`config.mk`:
```
export PLATFORM = sky130hd
export DESIGN_NAME = ivector_heard_serializer
export DESIGN_NICKNAME = d
export VERILOG_FILES = /design/src/rtl/ivector_heard_serializer.sv
export SDC_FILE = /design/constraint.sdc
export NUM_CORES = 1
export LEC_CHECK = 0
export CAP_MARGIN = 25
export CORE_MARGIN = 2
export CORE_UTILIZATION = 45
export DETAILED_ROUTE_END_ITERATION = 6
export MAX_ROUTING_LAYER = met4
export PLACE_DENSITY = 0.66
export SLEW_MARGIN = 40
export SYNTH_ARGS = -nofsm -noshare
export SYNTH_HDL_FRONTEND = slang
export SYNTH_SLANG_ARGS = --single-unit
```
`constraint.sdc`:
```
create_clock -name CLK -period 5.62 [get_ports CLK]
set_clock_uncertainty 0.15 [all_clocks]
set_input_delay 1.124 -clock CLK [delete_from_list [all_inputs] [get_ports CLK]]
set_output_delay 1.124 -clock CLK [all_outputs]
set_load 0.05 [all_outputs]
```
`src/rtl/ivector_heard_serializer.sv`:
```
// Buffers IVector heard(meth, v) indications in a small FIFO and streams each
// one as a three-word message (header, meth, v) to the indication transport.
module ivector_heard_serializer #(
  parameter int          DEPTH  = 4,
  parameter logic [15:0] MSG_ID = 16'h0001
) (
  input  logic                   CLK,
  input  logic                   nRST,
  input  logic                   heard__ENA,
  input  logic [31:0]            heard_meth,
  input  logic [31:0]            heard_v,
  output logic                   heard__RDY,
  output logic                   msg__ENA,
  output logic [31:0]            msg_data,
  input  logic                   msg__RDY,
  output logic [15:0]            msg_count,
  output logic [$clog2(DEPTH):0] fifo_level
);
  localparam int PW = $clog2(DEPTH);
  localparam int LW = PW + 1;

  typedef enum logic [1:0] {HDR, MET, VAL} state_e;

  state_e          state_q, state_d;
  logic [PW-1:0]   wr_ptr_q, wr_ptr_d, rd_ptr_q, rd_ptr_d;
  logic [LW-1:0]   level_q, level_d;
  logic [15:0]     msg_count_q, msg_count_d;
  logic [31:0]     meth_q [DEPTH];
  logic [31:0]     v_q    [DEPTH];

  logic push, xfer, pop;

  // Flow control looks only at registered occupancy: a pop in the same
  // cycle never opens a slot for a push while full.
  assign heard__RDY = (level_q != LW'(DEPTH));
  assign msg__ENA   = (level_q != '0);
  assign push       = heard__ENA && heard__RDY;
  assign xfer       = msg__ENA && msg__RDY;
  assign pop        = xfer && (state_q == VAL);
  assign msg_count  = msg_count_q;
  assign fifo_level = level_q;

  always_comb begin
    msg_data = '0;
    if (msg__ENA) begin
      case (state_q)
        HDR:     msg_data = {MSG_ID, 16'd2};
        MET:     msg_data = meth_q[rd_ptr_q];
        VAL:     msg_data = v_q[rd_ptr_q];
        default: msg_data = '0;
      endcase
    end
  end

  always_comb begin
    state_d     = state_q;
    wr_ptr_d    = wr_ptr_q;
    rd_ptr_d    = rd_ptr_q;
    level_d     = level_q;
    msg_count_d = msg_count_q;
    if (xfer) begin
      case (state_q)
        HDR:     state_d = MET;
        MET:     state_d = VAL;
        VAL:     state_d = HDR;
        default: state_d = HDR;
      endcase
    end
    if (push) wr_ptr_d = wr_ptr_q + 1'b1;
    if (pop) begin
      rd_ptr_d    = rd_ptr_q + 1'b1;
      msg_count_d = msg_count_q + 16'd1;
    end
    if (push && !pop)      level_d = level_q + LW'(1);
    else if (pop && !push) level_d = level_q - LW'(1);
  end

  always_ff @(posedge CLK or negedge nRST) begin
    if (!nRST) begin
      state_q     <= HDR;
      wr_ptr_q    <= '0;
      rd_ptr_q    <= '0;
      level_q     <= '0;
      msg_count_q <= '0;
    end else begin
      state_q     <= state_d;
      wr_ptr_q    <= wr_ptr_d;
      rd_ptr_q    <= rd_ptr_d;
      level_q     <= level_d;
      msg_count_q <= msg_count_d;
    end
  end

  // Payload storage needs no reset; occupancy alone decides what is valid.
  always_ff @(posedge CLK) begin
    if (push) begin
      meth_q[wr_ptr_q] <= heard_meth;
      v_q[wr_ptr_q]    <= heard_v;
    end
  end
endmodule

```
Word-level counts from Yosys, hierarchy flattened
Memories as Yosys holds them, arrays and structs flattened.
Index checks and enable logic that the tools add are counted.
{ "word_totals": {"register_bits": 25, "ram_bits": 256, "in_bits": 68, "elab_cells": 32, "memories": 2} }
{ "classes": {"n_addsub": 5, "eq_ne": 3, "muxes": 7, "reduce_logical": 10} }
{ "mem_list": {"columns": ["name", "depth", "word_bits", "rd", "rd_clocked_by_memory_dff", "write_ports", "line_no", "text"], "rows": [
  ["meth_q", 4, 32, 1, 0, 1, "28", "logic [31:0] meth_q [DEPTH];"],
  ["v_q", 4, 32, 1, 0, 1, "29", "logic [31:0] v_q [DEPTH];"]
]} }
{ "op_table": {"columns": ["operator", "count"], "rows": [
  ["case mux 32 bit (3 select lines)", 1],
  ["two-way mux 32 bit", 1],
  ["adder 16 x 1 -> 16 bit, second input constant", 1],
  ["two-way mux 3 bit", 2],
  ["logical AND 1 bit", 5],
  ["adder 2 x 1 -> 2 bit, second input constant", 2],
  ["case mux 2 bit (2 select lines)", 1],
  ["adder 3 x 1 -> 3 bit, second input constant", 1],
  ["!= test 3 bit, second input constant", 1],
  ["nonzero test 3 bit", 1],
  ["subtractor 3 x 1 -> 3 bit, second input constant", 1],
  ["equality test 2 x 1 -> 1 bit, second input constant", 1],
  ["equality test 2 bit, second input constant", 1],
  ["zero test 1 bit", 2],
  ["zero test 2 bit", 1],
  ["two-way mux 1 bit", 2],
  ["nonzero test 2 bit", 1]
]} }

Depth between registers and ports, before layout
Gate-level depths: netlist (run 1).
{ "logic_depth": {"ltp_word": 6, "ltp_mapped": 11, "depth_no_buf": 9} }

Worst setup path after synthesis (run 1)
No wires, ideal clock.
{ "synth_timing": {"path_type": "flip-flop to flip-flop", "from": "register level_q[0] (netlist: fifo_level[0])", "to": "memory meth_q[0][0], enable pin", "arrival_ns": 2.885, "t_required_ns": 5.041, "path_slack_ns": 2.155, "path_stages_with_launch": 4, "n_path_buf": 0, "period_less_slack_ns": 3.465, "cell_sequence": "dfrtp_1 nor2_1 nand2_1 and3_1"} }
{ "synth_via": {"elab_chain_len": 4} }
{ "synth_lines": {"columns": ["element", "line_no", "text"], "rows": [
  ["from (decl)", "26", "logic [LW-1:0] level_q, level_d;"],
  ["from (signal assigned)", "89", "level_q <= level_d;"],
  ["!= test 3 bit", "35", "assign heard__RDY = (level_q != LW'(DEPTH));"],
  ["net heard__RDY", "12", "output logic heard__RDY,"],
  ["logical AND 1 bit", "37", "assign push = heard__ENA && heard__RDY;"],
  ["two-way mux 1 bit", "96", "if (push) begin"],
  ["two-way mux 1 bit (not written as such)", "97", "meth_q[wr_ptr_q] <= heard_meth;"],
  ["to (decl)", "28", null]
]} }
The timed path passes the listed nets, and every way through them passes these cells.

Worst setup path after layout (run 1)
{ "layout_timing": {"from": "register rd_ptr_q[0]", "to": "output msg_data[3]"} }
{ "layout_via": {"elab_chain_len": 3, "word_cells_on_any_way": 4} }
{ "layout_lines": {"columns": ["element", "line_no", "text"], "rows": [
  ["from (decl)", "25", "logic [PW-1:0] wr_ptr_q, wr_ptr_d, rd_ptr_q, rd_ptr_d;"],
  ["from (signal assigned)", "88", "rd_ptr_q <= rd_ptr_d;"],
  ["memory (4 x 32 bit) (on tied branches)", null, null],
  ["case mux 32 bit (3 select lines) (*)", "46", "case (state_q)"],
  ["two-way mux 32 bit (*)", "45", "if (msg__ENA) begin"],
  ["to (decl)", "14", "output logic [31:0] msg_data,"]
]} }
Mark *: on every way between the ends. The rest lies on a longest branch, timed or not.

==> results of run 1 <==
==> worst paths after layout <==
check / slack (ns) / start / to
worst max register to register: 2.77 / state_q[0] / fifo_level[1]
min in group asynchronous: 0.43 / nRST / msg_count[8]
worst min register to register: 0.32 / msg_count[15] / msg_count[15]
max in group asynchronous: 4.46 / nRST / rd_ptr_q[0]
worst max-delay path: 1.02 / rd_ptr_q[0] / msg_data[3]
worst min-delay path: 0.32 / msg_count[15] / msg_count[15]
==> layout make-up <==
type	instances	area (sq um)	share of cell area (%)
sequential	281	8318	60.43
multi-input combinational	291	2611	18.97
timing repair buffer	133	1406	10.22
clock buffer	42	867.1	6.299
tap	324	405.4	2.945
clock inverter	12	136.4	0.9907
inverter	5	18.77	0.1363
antenna	1	2.502	0.01818
==> flip-flops by register name, indices dropped and copies added, names as in the netlist <==
name,flops
fifo_level,3
meth_q,128
msg_count,16
rd_ptr_q,2
state_q,2
v_q,128
wr_ptr_q,2
==> cells by family (layout without fill, tap and decap cells) <==
logic type      after synthesis  after routing  share of synthesized area [%]
other cells                   0              1                              0
buf+inv                      41            192                          1.762
flops                       281            281                          75.06
xor+xnor                     21             21                          1.661
simple gates                 77             77                          3.547
fa+ha+maj                     7              7                         0.8586
mux                         109            109                          12.37
compound gates               77             77                          4.745
==> cell usage after synthesis, types with 4 or more instances <==
cell type | count | area share, %
xnor2_1 | 13 | 1.0
a22oi_1 | 9 | 0.61
nor2_1 | 36 | 1.2
buf_2 | 12 | 0.54
and3_1 | 6 | 0.34
nand3_1 | 4 | 0.18
edfxtp_1 | 256 | 69
ha_1 | 6 | 0.68
xor2_1 | 8 | 0.63
dfrtp_1 | 25 | 5.6
o22ai_1 | 21 | 1.2
mux4_2 | 22 | 4.5
inv_1 | 5 | 0.17
nand4_1 | 6 | 0.34
o221ai_1 | 21 | 1.7
nand2_1 | 9 | 0.30
clkbuf_1 | 18 | 0.61
mux2i_1 | 84 | 7.6
o21ai_0 | 22 | 0.99
==> power groups by stage <==
| stage | combinational (mW) | clock (mW) | sequential, mW |
|---|---|---|---|
| after floorplan | 2.08 | 0 | 2.99 |
| after global placement | 2.93 | 0 | 3.02 |
| after detailed placement | 3.05 | 0 | 3.04 |
| after CTS | 3.06 | 1.98 | 3.00 |
| after global routing | 3.22 | 2.08 | 3.04 |
| final | 3.02 | 1.95 | 2.99 |
==> layer usage <==
metal / up-vias / share of wire, % / wire length, um
li1: 2707 / - / -
met2: 158 / 51 / 11310
met4: 0 / 2.2 / 482
met3: 35 / 5.1 / 1130
met5: - / 0 / 0
met1: 2996 / 41 / 9054
==> worst reg2reg max path: cells and delay by family (launching register included) <==
kind,cells,cell delay [ns]
adders and majority gates,2,0.62
buffers and inverters,2,0.17
DFF,1,0.51
muxes,1,0.27
and+or+nand+nor,2,1.01
==> through the flow <==
step / hold WS (ns) / cells / util [%] / total power [mW]
after floorplan: 0.3840 / 613 / - / 5.072
after global placement: 0.3054 / 1026 / 51.91 / 5.947
after detailed placement: 0.3065 / 1034 / 52.62 / 6.088
after CTS: 0.3185 / 1088 / 56.76 / 8.040
after global routing: 0.3598 / 1088 / 56.76 / 8.336
final: 0.3172 / 1089 / 56.77 / 7.952
==> out/metrics.csv, run 1 <==
metric,value,unit
status,finished clean,
Crit path max-delay family,buffers and inverters,
grt met3 use,2.712,%
final setup violation count,0,
initial antenna violation count,0,
clock latency on the worst-skew pair,0.54,ns
total wire length,21980,um
Die Y,160.9,um
"Slew Viols, Final",0,
Routed WL per cell,20.19,um
Critical Path RT,4.35,ns
R2R depth,7,
leakage power,4.786,nW
dpl cell area,12760,sq um
Synth Flop Type,edfxtp_1,
Clk pwr share,24.5,%
core footprint,24250,sq um
worst slew pin tran,0.7663,ns
CP endpoint kind,output port,
fillers,1875,
max-cap violations,0,
initial DRC count,385,
worst min path class,register to register,
Seq cells post-synth,281,
share of cells above drive strength 1,12.70,%
post-route cell area,13770,sq um
worst hold path depth,1,
Clock Pin Slew Worst Setup and Hold Paths,0.06,ns
Top Ports,121,
Int Power,5.078,mW
first-pass GRT wire length,34510,um
Post-DRT Antenna Nets,0,
Comb pwr share,37.9,%
final hold violations,0,
post-synthesis cell area,11080,sq um
Peak VDD IR,0.0004065,V
grt met1 use,21.83,%
Post-synth EDFFs,256,
crit-path max FO,33,
post-route setup slack,1.019,ns
row count,57,
final worst-path cycle share,81.86,%
GRT Util Overall,17.78,%
Syn Area/Cell,18.07,sq um
Critical Path Stages,6,
largest net degree at the start of global routing,54,
Overflow after GRT,0,
syn_nets,688,
warnings from Yosys,0,
Area growth syn-to-layout,24.29,%
Max stage delay on crit path,0.81,ns
number of setup buffers added after CTS,0,
CTS tree,built,
initial core utilization,45.68,%
CTS max path bufs,3,
sequential area share after synthesis,75.06,%
post-synthesis cell type count,39,
Final #Nets,816,
CTS buffer count,29,
worst path cell trace,buf_4 -> mux2i_1 -> o221ai_1 -> o21ai_0 -> nor2_1 -> clkdlybuf4s50_1,
drt drc,0,
vias in the first global route,6278,
H-tree depth,1,
Sink Count,281,
buffers and inverters on the worst path,2,
pre-CTS setup slack,1.507,ns
Mapped Cells,613,
asr flop ratio synth,8.897,%
RSZ-0062 raised after global routing,false,
Die Wd,160.9,um
"most common cell after layout, fill and taps aside",edfxtp_1,
DPL Wire Length,13420,um
DRT Pass-1 Iters,4,
CP Launch Type,register,
switching share of power,36.14,%
crit path kind,register to output port,
net switching power,2.874,mW
vias post-DR,5896,
GPL Wtd Cong,0.7204,
# port buffers,120,
Post-Route Setup TNS,0,ns
fmax,217.4,MHz
Max-slew headroom,48.44,%
Final min period,4.601,ns
met2 Use GR,30.82,%
CP max stage cell,clkdlybuf4s50_1,
CP Data Arrival Time,3.33,ns
Cell Pwr Density,577.7,nW/um^2
Post-CTS Resized,0,
CTS root buf,clkbuf_16,
CTS Hold Bufs,0,
full die area,25880,sq um
Via density,5.414,
GRT Max-Usage Layer,met2,
most frequent cells in the layout,"256 x edfxtp_1, 119 x clkdlybuf4s50_1, 84 x mux2i_1",
Flop pwr share,37.6,%
Power figures use the tool's default switching activity.
==> inputs of run 2 (changes only) <==
==> constraint.sdc (replaced) <==
create_clock -name CLK -period 4.34 [get_ports CLK]
set_clock_uncertainty 0.15 [all_clocks]
set_input_delay 0.868 -clock CLK [delete_from_list [all_inputs] [get_ports CLK]]
set_output_delay 0.868 -clock CLK [all_outputs]
set_load 0.05 [all_outputs]
==> run 2 against run 1 <==
  * Cell count is essentially flat
  * Setup slack lost 0.74 ns
  * Sequential share of layout area increased by 0.19 points
  * Non-clock buffer count is 2 higher
  * Critical path type unchanged
  * Largest cell class unchanged
  * Largest power group unchanged
  * Highest routed layer unchanged
==> out/metrics.csv, run 2 (synthesis results as in run 1) <==
metric,value,unit
vias post-DR,5863,
CP max stage cell,clkdlybuf4s50_1,
worst min path class,register to register,
DRT Pass-1 Iters,5,
Critical Path RT,3.32,ns
full die area,25880,sq um
GPL Wtd Cong,0.7171,
clock latency on the worst-skew pair,0.53,ns
status,finished clean,
CTS max path bufs,3,
CP Launch Type,register,
first-pass GRT wire length,34010,um
max-cap violations,0,
crit-path max FO,21,
CTS root buf,clkbuf_16,
Routed WL per cell,19.98,um
pre-CTS setup slack,0.8054,ns
Final min period,4.059,ns
Max-slew headroom,50.50,%
diode count,0,
initial core utilization,45.68,%
Clock Pin Slew Worst Setup and Hold Paths,0.06,ns
final hold violations,0,
total wire length,21740,um
buffers and inverters on the worst path,2,
initial DRC count,378,
core footprint,24250,sq um
Cell Pwr Density,746.2,nW/um^2
Die Y,160.9,um
Post-CTS Resized,0,
largest net degree at the start of global routing,45,
CTS Hold Bufs,0,
vias in the first global route,6304,
leakage power,4.773,nW
drt drc,0,
final setup violation count,0,
RSZ-0062 raised after global routing,false,
share of cells above drive strength 1,12.70,%
CTS tree,built,
fillers,1852,
crit path kind,register to output port,
# port buffers,120,
H-tree depth,1,
Top Ports,121,
row count,57,
CP endpoint kind,output port,
"Slew Viols, Final",0,
Post-Route Setup TNS,0,ns
post-route setup slack,0.2808,ns
Max stage delay on crit path,0.71,ns
Post-DRT Antenna Nets,0,
Final #Nets,817,
worst path cell trace,buf_12 -> mux4_2 -> a22oi_1 -> nor2_1 -> clkdlybuf4s50_1,
CTS buffer count,28,
Multi-input gate area,2605,sq um
Reg area,8318,sq um
worst slew pin tran,0.7358,ns
Via density,5.389,
Sink Count,281,
most frequent cells in the layout,"256 x edfxtp_1, 120 x clkdlybuf4s50_1, 84 x mux2i_1",
initial antenna violation count,0,
"most common cell after layout, fill and taps aside",edfxtp_1,
Die Wd,160.9,um
CP Data Arrival Time,3.04,ns
final worst-path cycle share,93.53,%
number of setup buffers added after CTS,0,
Hold WS,0.3307,ns
Crit path max-delay family,buffers and inverters,
Area growth syn-to-layout,23.90,%
DPL Wire Length,13370,um
Peak VDD IR,0.0005113,V
GRT Util Overall,17.37,%
fmax,246.4,MHz
Overflow after GRT,0,
==> run 2: changes by cell type in the layout (fill, tap and decap cells not counted), moves of 2 or more <==
cell / change
clkbuf_16: -3
bufinv_16: +2
nor2b_1: +2
clkinv_2: +6
clkinv_1: -3
clkbuf_8: -5
nor2b_2: -2
buf_4: +2
==> run 2: final cells by class <==
cell class / instances / area share [%]
Clock buffer: 35 / 5.297
Clock inverter: 17 / 1.623
Inverter: 5 / 0.1368
Multi-Input combinational cell: 291 / 18.98
Sequential cell: 281 / 60.61
Tap cell: 324 / 2.954
Timing Repair Buffer: 135 / 10.39
==> run 2: path summary, 6_finish.rpt <==
path	startpoint	end	slack, ns	cells after the start
min in group asynchronous	nRST	msg_count[12]	0.61	1
min reg2reg	msg_count[15]	msg_count[15]	0.33	1
min	msg_count[15]	msg_count[15]	0.33	1
max	rd_ptr_q[0]	msg_data[26]	0.28	5
max in group asynchronous	nRST	rd_ptr_q[0]	2.80	2
max reg2reg	state_q[0]	fifo_level[1]	1.52	7
==> run 2: through the flow <==
step / util, % / cells / instance area, sq um / power [mW]
global placement: 52.14 / 1030 / 12640 / 7.739
CTS: 56.57 / 1088 / 13720 / 10.34
global route: 56.59 / 1088 / 13720 / 10.70
floorplan: - / 613 / 11080 / 6.567
detailed placement: 52.66 / 1036 / 12770 / 7.890
finish: 56.59 / 1088 / 13720 / 10.24
==> run 2: layer usage <==
layer | global-route usage (%) | up-vias | share of wire, %
met5 | - | - | 0
met4 | 4.464 | 0 | 1.8
met3 | 3.022 | 35 | 5.5
met2 | 29.61 | 169 | 51
met1 | 21.72 | 2962 | 42
li1 | - | 2697 | -
==> run 2: report_power, final <==
part | internal, mW | total [mW] | switching, mW | leakage (nW)
Sequential | 3.55 | 3.86 | 0.308 | 2.67
Combinational | 1.48 | 3.93 | 2.44 | 1.64
Clock | 1.49 | 2.45 | 0.963 | 0.469
==> run 2: worst register-to-register path: stages, from the launching register on <==
cell and delay (ns):
dfrtp_1 0.51, nand2b_4 0.45, nor2_2 0.53, inv_1 0.09
ha_1 0.21, inv_1 0.08, fa_1 0.42, mux2_2 0.27
